[config.mk]
export PLATFORM = sky130hd
export DESIGN_NAME = mdu_ctrl
export DESIGN_NICKNAME = d
export VERILOG_FILES = /design/src/rtl/mdu_ctrl_pkg.sv /design/src/rtl/mdu_div32.sv /design/src/rtl/mdu_ctrl.sv
export SDC_FILE = /design/constraint.sdc
export NUM_CORES = 2
export LEC_CHECK = 0
export CAP_MARGIN = 30
export CELL_PAD_IN_SITES_DETAIL_PLACEMENT = 0
export CELL_PAD_IN_SITES_GLOBAL_PLACEMENT = 1
export CORE_ASPECT_RATIO = 0.8
export CORE_MARGIN = 3
export CORE_UTILIZATION = 45
export CTS_BUF_LIST = sky130_fd_sc_hd__clkbuf_8
export DETAILED_ROUTE_END_ITERATION = 7
export GPL_TIMING_DRIVEN = 1
export PLACE_DENSITY = 0.75
export SLEW_MARGIN = 20
export SYNTH_ARGS = -nofsm -noshare
export SYNTH_HDL_FRONTEND = slang
export SYNTH_SLANG_ARGS = --single-unit
[constraint.sdc]
create_clock -name clk -period 26.2 [get_ports clk]
set_clock_uncertainty 0.15 [all_clocks]
set_input_delay 2.62 -clock clk [delete_from_list [all_inputs] [get_ports clk]]
set_output_delay 2.62 -clock clk [all_outputs]
set_load 0.1 [all_outputs]
[src/rtl/mdu_ctrl_pkg.sv]
// mdu_ctrl_pkg - shared definitions for the EX-stage multiply/divide unit.
//   MDOP_W / mdop_t     : width and type of the one-hot operation vector
//   MDOP_MULT..MDOP_MTLO: bit positions inside the operation vector
//   mdu_state_e         : controller state encoding
//   neg32               : two's-complement negation helper
package mdu_ctrl_pkg;

  localparam int MDOP_W       = 8;
  localparam int DIV_ITER_DEF = 32;

  localparam int MDOP_MULT  = 0;
  localparam int MDOP_MULTU = 1;
  localparam int MDOP_DIV   = 2;
  localparam int MDOP_DIVU  = 3;
  localparam int MDOP_MFHI  = 4;
  localparam int MDOP_MFLO  = 5;
  localparam int MDOP_MTHI  = 6;
  localparam int MDOP_MTLO  = 7;

  typedef logic [MDOP_W-1:0] mdop_t;

  typedef enum logic [1:0] {
    MDU_IDLE = 2'd0,
    MDU_MUL  = 2'd1,
    MDU_DIV  = 2'd2,
    MDU_DONE = 2'd3
  } mdu_state_e;

  function automatic logic [31:0] neg32(input logic [31:0] x);
    return (~x) + 32'd1;
  endfunction

endpackage

[src/rtl/mdu_div32.sv]
// mdu_div32 - iterative unsigned restoring divider, one quotient bit per cycle.
//   clk, rst    : clock, synchronous active-high reset
//   start_i     : load operands and begin a new division
//   flush_i     : abandon the division in progress
//   dividend_i  : 32-bit unsigned dividend
//   divisor_i   : 32-bit unsigned divisor (0 yields quotient all-ones, remainder = dividend)
//   done_o      : high during the cycle whose closing edge performs the final step
//   quot_o      : quotient (stable once the division has completed)
//   rem_o       : remainder (stable once the division has completed)
module mdu_div32
  import mdu_ctrl_pkg::*;
#(
  parameter int DIV_ITER = DIV_ITER_DEF
) (
  input  logic        clk,
  input  logic        rst,
  input  logic        start_i,
  input  logic        flush_i,
  input  logic [31:0] dividend_i,
  input  logic [31:0] divisor_i,
  output logic        done_o,
  output logic [31:0] quot_o,
  output logic [31:0] rem_o
);

  localparam int CNT_W = $clog2(DIV_ITER + 1);

  logic             busy_q;
  logic [CNT_W-1:0] cnt_q;
  logic [31:0]      quot_q;
  logic [31:0]      rem_q;
  logic [31:0]      dvs_q;

  logic [32:0]      shift_s;
  logic [31:0]      sub_s;
  logic             ge_s;

  // One restoring step: shift the next dividend bit in and try to subtract.
  // The true difference is below the divisor whenever ge_s holds, so 32 bits suffice.
  always_comb begin
    shift_s = {rem_q, quot_q[31]};
    sub_s   = shift_s[31:0] - dvs_q;
    ge_s    = (shift_s >= {1'b0, dvs_q});
  end

  assign done_o = busy_q && (cnt_q == CNT_W'(DIV_ITER - 1));
  assign quot_o = quot_q;
  assign rem_o  = rem_q;

  // Divider iteration state: load on start, step while busy, stop after the last step.
  always_ff @(posedge clk) begin
    if (rst) begin
      busy_q <= 1'b0;
      cnt_q  <= '0;
      quot_q <= 32'd0;
      rem_q  <= 32'd0;
      dvs_q  <= 32'd0;
    end else if (flush_i) begin
      busy_q <= 1'b0;
      cnt_q  <= '0;
    end else if (start_i) begin
      busy_q <= 1'b1;
      cnt_q  <= '0;
      quot_q <= dividend_i;
      rem_q  <= 32'd0;
      dvs_q  <= divisor_i;
    end else if (busy_q) begin
      rem_q  <= ge_s ? sub_s : shift_s[31:0];
      quot_q <= {quot_q[30:0], ge_s};
      cnt_q  <= cnt_q + CNT_W'(1);
      busy_q <= ~done_o;
    end else begin
      busy_q <= 1'b0;
    end
  end

endmodule

[src/rtl/mdu_ctrl.sv]
// mdu_ctrl - EX-stage multiply/divide controller owning the HI/LO registers.
//   clk, rst   : clock, synchronous active-high reset
//   flush_i    : pipeline flush, kills the in-flight operation and any HI/LO write
//   stall_i    : EX held by a downstream stage
//   mduop_i    : one-hot operation (mult, multu, div, divu, mfhi, mflo, mthi, mtlo)
//   opr1_i     : rs value (dividend / multiplicand / mthi-mtlo source)
//   opr2_i     : rt value (divisor / multiplier)
//   stallreq_o : EX must hold its instruction
//   result_o   : HI for mfhi, LO for mflo, otherwise 0
//   hi_o, lo_o : architectural HI / LO
module mdu_ctrl
  import mdu_ctrl_pkg::*;
#(
  parameter int DIV_ITER = DIV_ITER_DEF
) (
  input  logic              clk,
  input  logic              rst,
  input  logic              flush_i,
  input  logic              stall_i,
  input  logic [MDOP_W-1:0] mduop_i,
  input  logic [31:0]       opr1_i,
  input  logic [31:0]       opr2_i,
  output logic              stallreq_o,
  output logic [31:0]       result_o,
  output logic [31:0]       hi_o,
  output logic [31:0]       lo_o
);

  mdu_state_e  state_q, state_d;

  logic [31:0] hi_q, lo_q;
  logic [32:0] mul_a_q, mul_b_q;
  logic [63:0] prod_q;
  logic [63:0] prod_s;
  logic        is_div_q;
  logic        neg_quot_q, neg_rem_q;

  logic        is_mul_s, is_div_s, is_sdiv_s;
  logic        mul_start_s, div_start_s, commit_s;
  logic        mthi_we_s, mtlo_we_s;
  logic [31:0] dvd_mag_s, dvs_mag_s;
  logic        div_done_s;
  logic [31:0] quot_s, rem_s;
  logic [31:0] hi_res_s, lo_res_s;

  assign is_mul_s  = mduop_i[MDOP_MULT] | mduop_i[MDOP_MULTU];
  assign is_div_s  = mduop_i[MDOP_DIV]  | mduop_i[MDOP_DIVU];
  assign is_sdiv_s = mduop_i[MDOP_DIV];

  // Operand magnitudes for the unsigned divider core; 0x80000000 maps to itself, which is correct unsigned.
  always_comb begin
    if (is_sdiv_s && opr1_i[31]) begin
      dvd_mag_s = neg32(opr1_i);
    end else begin
      dvd_mag_s = opr1_i;
    end
    if (is_sdiv_s && opr2_i[31]) begin
      dvs_mag_s = neg32(opr2_i);
    end else begin
      dvs_mag_s = opr2_i;
    end
  end

  mdu_div32 #(
    .DIV_ITER (DIV_ITER)
  ) u_div (
    .clk        (clk),
    .rst        (rst),
    .start_i    (div_start_s),
    .flush_i    (flush_i),
    .dividend_i (dvd_mag_s),
    .divisor_i  (dvs_mag_s),
    .done_o     (div_done_s),
    .quot_o     (quot_s),
    .rem_o      (rem_s)
  );

  // Operands are pre-extended to 33 bits, so one signed multiply serves both mult and multu.
  assign prod_s = 64'($signed(mul_a_q)) * 64'($signed(mul_b_q));

  // Final HI/LO values: product, or the divider result with the sign fix-up applied.
  always_comb begin
    if (is_div_q) begin
      lo_res_s = neg_quot_q ? neg32(quot_s) : quot_s;
      hi_res_s = neg_rem_q  ? neg32(rem_s)  : rem_s;
    end else begin
      lo_res_s = prod_q[31:0];
      hi_res_s = prod_q[63:32];
    end
  end

  // State register.
  always_ff @(posedge clk) begin
    if (rst) begin
      state_q <= MDU_IDLE;
    end else begin
      state_q <= state_d;
    end
  end

  // Next-state logic; flush overrides everything, including a start in the same cycle.
  always_comb begin
    state_d = state_q;
    if (flush_i) begin
      state_d = MDU_IDLE;
    end else begin
      case (state_q)
        MDU_IDLE: begin
          if (is_mul_s) begin
            state_d = MDU_MUL;
          end else if (is_div_s) begin
            state_d = MDU_DIV;
          end else begin
            state_d = MDU_IDLE;
          end
        end
        MDU_MUL: state_d = MDU_DONE;
        MDU_DIV: begin
          if (div_done_s) begin
            state_d = MDU_DONE;
          end else begin
            state_d = MDU_DIV;
          end
        end
        MDU_DONE: begin
          // A held DONE keeps the result and must not restart the same instruction.
          if (!stall_i) begin
            state_d = MDU_IDLE;
          end else begin
            state_d = MDU_DONE;
          end
        end
        default: state_d = MDU_IDLE;
      endcase
    end
  end

  // Output and strobe decode per state.
  always_comb begin
    stallreq_o  = 1'b0;
    mul_start_s = 1'b0;
    div_start_s = 1'b0;
    commit_s    = 1'b0;
    mthi_we_s   = 1'b0;
    mtlo_we_s   = 1'b0;
    case (state_q)
      MDU_IDLE: begin
        // A start under stall_i still proceeds: the instruction is held in EX anyway.
        mul_start_s = is_mul_s & ~flush_i;
        div_start_s = is_div_s & ~is_mul_s & ~flush_i;
        stallreq_o  = (is_mul_s | is_div_s) & ~flush_i;
        mthi_we_s   = mduop_i[MDOP_MTHI] & ~stall_i & ~flush_i;
        mtlo_we_s   = mduop_i[MDOP_MTLO] & ~stall_i & ~flush_i;
      end
      MDU_MUL:  stallreq_o = 1'b1;
      MDU_DIV:  stallreq_o = 1'b1;
      MDU_DONE: commit_s   = ~stall_i & ~flush_i;
      default:  stallreq_o = 1'b0;
    endcase
    if (mduop_i[MDOP_MFHI]) begin
      result_o = hi_q;
    end else if (mduop_i[MDOP_MFLO]) begin
      result_o = lo_q;
    end else begin
      result_o = 32'd0;
    end
  end

  // Operand capture, product register and HI/LO architectural state.
  always_ff @(posedge clk) begin
    if (rst) begin
      hi_q       <= 32'd0;
      lo_q       <= 32'd0;
      mul_a_q    <= 33'd0;
      mul_b_q    <= 33'd0;
      prod_q     <= 64'd0;
      is_div_q   <= 1'b0;
      neg_quot_q <= 1'b0;
      neg_rem_q  <= 1'b0;
    end else begin
      if (mul_start_s) begin
        mul_a_q  <= {mduop_i[MDOP_MULT] & opr1_i[31], opr1_i};
        mul_b_q  <= {mduop_i[MDOP_MULT] & opr2_i[31], opr2_i};
        is_div_q <= 1'b0;
      end else if (div_start_s) begin
        is_div_q   <= 1'b1;
        neg_quot_q <= is_sdiv_s & (opr1_i[31] ^ opr2_i[31]);
        neg_rem_q  <= is_sdiv_s & opr1_i[31];
      end else begin
        is_div_q <= is_div_q;
      end

      if (state_q == MDU_MUL) begin
        prod_q <= prod_s;
      end else begin
        prod_q <= prod_q;
      end

      if (commit_s) begin
        hi_q <= hi_res_s;
        lo_q <= lo_res_s;
      end else begin
        if (mthi_we_s) begin
          hi_q <= opr1_i;
        end else begin
          hi_q <= hi_q;
        end
        if (mtlo_we_s) begin
          lo_q <= opr1_i;
        end else begin
          lo_q <= lo_q;
        end
      end
    end
  end

  assign hi_o = hi_q;
  assign lo_o = lo_q;

endmodule
Word-level counts from Yosys, hierarchy flattened. Cells that the tools add are included.

$add $sub $neg: 6. Multiply operators: 1. $lt $le $gt $ge: 1. Equality and inequality tests: 4. Multiplexer cells: 30. Bitwise operators: 26. Reduce and logical (&&, ||, !) cells: 14.

Operators by type and width (count): $mux W32 (17); $add A32 B1 Y32 const B (4); $not A32 Y32 (4); $mul A33 B33 Y64 (1); $ge A33 B32 Y1 (1); $sub A32 B32 Y32 (1); $and A1 B1 Y1 (13); $mux W1 (8); $pmux W2 S4 (1); $add A6 B1 Y6 const B (1); $eq A6 B5 Y1 const B (1); $mux W2 (3); $reduce_and A2 Y1 (3); $reduce_bool A2 Y1 (3); $reduce_or A2 Y1 (3); $not A1 Y1 (5); $eq A2 B2 Y1 const B (2); $logic_and A1 B1 Y1 (3); $or A1 B1 Y1 (3); $reduce_or A3 Y1 (1); $eq A2 B1 Y1 const B (1); $logic_not A2 Y1 (1); $pmux W1 S2 (1); $xor A1 B1 Y1 (1).

Flip-flop bits (word level): 302. Word-level logic and storage cells: 96.

Logic depth before layout (Yosys ltp).
Word-level depth: 7. Gate-level depth with buffers: 30. Gate-level depth less buffers: 27.

By module. A second synthesis with hierarchy kept.

Cells, all modules: 6394. Area total of the unflattened synthesis: 55592.1 um2.

Modules (own cells, without submodules): mdu_ctrl (instances 1, cells an instance 5650, area an instance 49615.1 um2, seq. area each 3983.8 um2); mdu_div32 (instances 1, cells an instance 744, area an instance 5977.0 um2, seq. area each 2062.0 um2).

Worst setup path after synthesis. Ideal clock, no wire load.

Path kind: reg2reg. From: reg mul_b_q[3]. To: reg prod_q[63]. Arrival time: 8029 ps. Required time: 25919 ps. Setup slack: 17891 ps. Cell stages (with the launch flop): 28. Path buffers: 2. Period minus slack after synthesis: 8309 ps. Cells stage by stage: dfxtp_1 clkbuf_1 clkbuf_1 nand2_1 inv_1 fa_1 fa_1 fa_1 inv_1 fa_1 inv_1 fa_1 fa_1 fa_1 inv_1 fa_1 inv_1 ha_1 a21oi_1 inv_1 a21oi_1 o21ai_0 nand2b_1 o31a_1 o41ai_2 o21ai_0 xnor2_1 o21ai_0.

Longest elaborated chain between the ends: 1.

RTL lines: start: declaration (line mdu_ctrl.sv:32) `logic [32:0] mul_a_q, mul_b_q;`; start signal: assignment (line mdu_ctrl.sv:183) `mul_b_q <= {mduop_i[MDOP_MULT] & opr2_i[31], opr2_i};`; $mul A33 B33 Y64 (line mdu_ctrl.sv:79) `assign prod_s = 64'($signed(mul_a_q)) * 64'($signed(mul_b_q));`; end signal: assignment (line mdu_ctrl.sv:194) `prod_q <= prod_s;`; end signal: assignment (line mdu_ctrl.sv:196) `prod_q <= prod_q;`; end: declaration (line mdu_ctrl.sv:33) `logic [63:0] prod_q;`.

No other way between the ends. A chain may end at the register's enable or synchronous reset.

Worst setup path in the final report.
From: reg mul_a_q[32]. To: reg prod_q[63].

Longest elaborated chain between the ends: 1.

RTL lines: start: declaration (line mdu_ctrl.sv:32); start signal: assignment (line mdu_ctrl.sv:182) `mul_a_q <= {mduop_i[MDOP_MULT] & opr1_i[31], opr1_i};`; $mul A33 B33 Y64 (line mdu_ctrl.sv:79).

No other way between the ends.

==> impl_metrics.json <==
{
  "maxCapViolCount": 0,
  "htree_levels": 2,
  "fin_nets": 7678,
  "wl_mm": 163,
  "cts-buffers-inserted": 47,
  "drt-pass1-iter-count": 7,
  "wl_met2_mm": 76.5,
  "combPwrFrac": 0.464,
  "grt_max_degree": 137,
  "swShare": 0.434,
  "pwr_density_cell_nw_per_um2": 29.5,
  "clk_path_buf_depth": 3,
  "met1_length_mm": 75.1,
  "yosysWarnings": 0,
  "drive_gt1_frac": 0.0336,
  "worstMarginPinSlew_ns": 1.05,
  "final_antenna_net_count": 0,
  "tns_ns": 0,
  "ys.flop_type": "dfxtp_1",
  "arrival_ns": 9.80,
  "num_vias": 41938,
  "setup_viol": 0,
  "placed_area_um2": 57800,
  "slew_headroom": 0.301,
  "p_int_w": 0.000982,
  "hold_class": "reg -> reg",
  "async_flop_share": 0,
  "setup.worst_path.end": "prod_q[63]",
  "grt_pass1_vias": 44004,
  "grt-ovfl-total": 0,
  "clk-insertion-delay-late_ns": 0.64,
  "synth_cell_type_count": 71,
  "cts-resized-gates": 0,
  "finalCritPeriodShare": 0.362,
  "final_area_um2": 58800,
  "ir_drop_mv": 0.0296,
  "drv_slew": 0,
  "worstSetupPathType": "reg -> reg",
  "p_sw_w": 0.000754,
  "cp-start-kind": "register",
  "cts.sinks": 302,
  "drc": 0,
  "met3WireLength_mm": 8.06,
  "max_freq_mhz": 105,
  "startpoint": "mul_a_q[32]",
  "cp.depth": 26,
  "endpoint_kind": "register",
  "grt_antenna_before_repair": 3,
  "rows": 113,
  "worst-path-buf-inv": 7,
  "synth_area_per_cell_um2": 8.72,
  "r2r_start": "mul_a_q[32]",
  "dr.max_layer_used": "met5",
  "syn_nets": 7741,
  "multi_input_area_um2": 43100,
  "routed_via_density": 5.33,
  "area_growth_pct": 7.23,
  "final_cell_mix": "inv_1 (1,141), fa_1 (1,126), nand2_1 (897)",
  "yosys.area.top_type": "fa_1",
  "required_ns": 26.51,
  "ios": 173,
  "hpwl_mm": 130,
  "grt_pass1_wl_mm": 261,
  "ctsHoldBuffers": 0,
  "post-cts-setup-buffer-count": 0,
  "wl_per_cell_um": 20.7,
  "gp_congestion": 0.927,
  "die_h_um": 318,
  "seqPwrFrac": 0.286,
  "clkTransAtPathRegs_ns": 0.07,
  "start_util": 0.458,
  "cts_tree": "done",
  "io_buffers": 172,
  "die_w_um": 396,
  "rsz0062_at_grt": "false",
  "crit_path_max_incr_delay_ns": 0.98,
  "min_period_ns": 9.49,
  "hold_viol": 0,
  "drt_iter0_drc": 2765,
  "grtUsageTotal": 0.263,
  "coreArea_um2": 120000,
  "r2r_slack_ns": 16.71,
  "outcome": "finished clean",
  "synth.area.top_cells": "fa_1 (41%), dfxtp_1 (11%), inv_1 (7.8%), nand2_1 (6.1%), and2_1 (6.1%)",
  "p_leak_nw": 27.2,
  "dieArea_um2": 126000,
  "clockPowerShare": 0.250,
  "synth_edf_count": 0,
  "ys_ff_latch": 302,
  "area.sequential_um2": 6050,
  "synth_cells": 6285,
  "ys_seq_area_frac": 0.110,
  "clockRootBuffer": "clkbuf_8",
  "layout_commonest_cell": "inv_1",
  "path_common_cell": "fa_1",
  "n_fill_cell": 11654,
  "yosysTopAreaCellShare": 0.411,
  "syn_area_um2": 54800,
  "crit_slowest_cell": "fa_1",
  "crit_fanout": 32,
  "reg2reg_depth": 26,
  "antenna_cells": 0,
  "critical_path.top_delay_family": "adder cells",
  "r2r_end": "prod_q[63]"
}
## synthesized netlist by cell type (all sizes together), types with 7 or more instances
cell    count
or3        25
nand4      17
a211oi    122
o211ai     23
or4        14
xor2      111
or2        11
a21oi     281
o21ai     141
clkbuf    345
nor2b      17
fa       1126
o31ai      27
o21bai     14
buf        26
inv      1134
nand2     898
dfxtp     302
nor3       37
mux2i     129
and2      531
a31oi       8
o41ai      10
nor2      342
xnor2     103
a21o       46
a311oi      7
ha        254
nand3      32
nor4       15
nand2b     28
nor3b       9
o21a       17
and3       13
## cell families (layout without fill, tap and decap cells)
logic type	count (synthesis)	count (layout)	share of synthesized area
XOR/XNOR	214	214	0.0342
buffers and inverters	1505	1478	0.105
multiplexers	131	131	0.0240
AO/OA/AOI/OAI	752	752	0.0856
adder cells (fa/ha/maj)	1380	1380	0.469
flip-flops	302	302	0.110
AND/OR/NAND/NOR	2001	2001	0.172
## layout make-up
class,instances,share of cell area
clock buffers,61,0.0143
inverters,1134,0.0724
well taps,1610,0.0343
flip-flops and latches,302,0.103
multi-input cells,4478,0.733
clock inverters,24,0.00241
repair buffers,259,0.0408
## metrics by stage
step                      power, W  instances  worst slack [ns]  utilization  hold slack, ns
after floorplan            0.00106       6285             17.89            -           0.276
after global placement     0.00130       7781             16.75        0.482           0.288
after detailed placement   0.00131       7783             16.71        0.483           0.294
after CTS                  0.00174       7868             16.66        0.491           0.304
after global routing       0.00186       7868             16.11        0.491           0.330
final                      0.00174       7868             16.71        0.491           0.301
## power groups by stage
stage | Clock, W | Combinational (W) | Sequential [W]
floorplan | 0 | 0.000533 | 0.000527
global placement | 0 | 0.000798 | 0.000506
detailed placement | 0 | 0.000804 | 0.000506
CTS | 0.000441 | 0.000808 | 0.000496
global route | 0.000463 | 0.000896 | 0.000499
finish | 0.000435 | 0.000805 | 0.000497
## how the worst min path moves through the flow
stage | start | end | slack (ns) | depth (start not counted)
4_1_cts | mul_a_q[32] | mul_a_q[32] | 0.30 | 2
3_5_place_dp | prod_q[63] | prod_q[63] | 0.29 | 2
5_1_grt | u_div.dvs_q[30] | u_div.dvs_q[30] | 0.33 | 2
3_3_place_gp | prod_q[0] | prod_q[0] | 0.29 | 2
2_1_floorplan | prod_q[40] | prod_q[40] | 0.28 | 2
6_report | u_div.dvs_q[30] | u_div.dvs_q[30] | 0.30 | 2
## sequential cells by signal (all words and copies together), names as in the netlist
register and cells:
is_div_q 1, u_div.quot_o 32, hi_o 32, state_q 2, u_div.cnt_q 6, lo_o 32, mul_a_q 33, mul_b_q 33
prod_q 64, neg_quot_q 1, u_div.busy_q 1, u_div.dvs_q 32, u_div.rem_o 32, neg_rem_q 1
## layer usage
metal  vias up  track usage
li1      19027            -
met1     21656        0.386
met2      1091        0.428
met3       160       0.0242
met4         4       0.0445
met5         -            0
## worst min-delay path, stage by stage, from the launching register on
cell     delay (ns)
dfxtp_1        0.31
nand2_1        0.05
a21oi_1        0.05
Note: power is estimated with default switching activity, not from simulation.
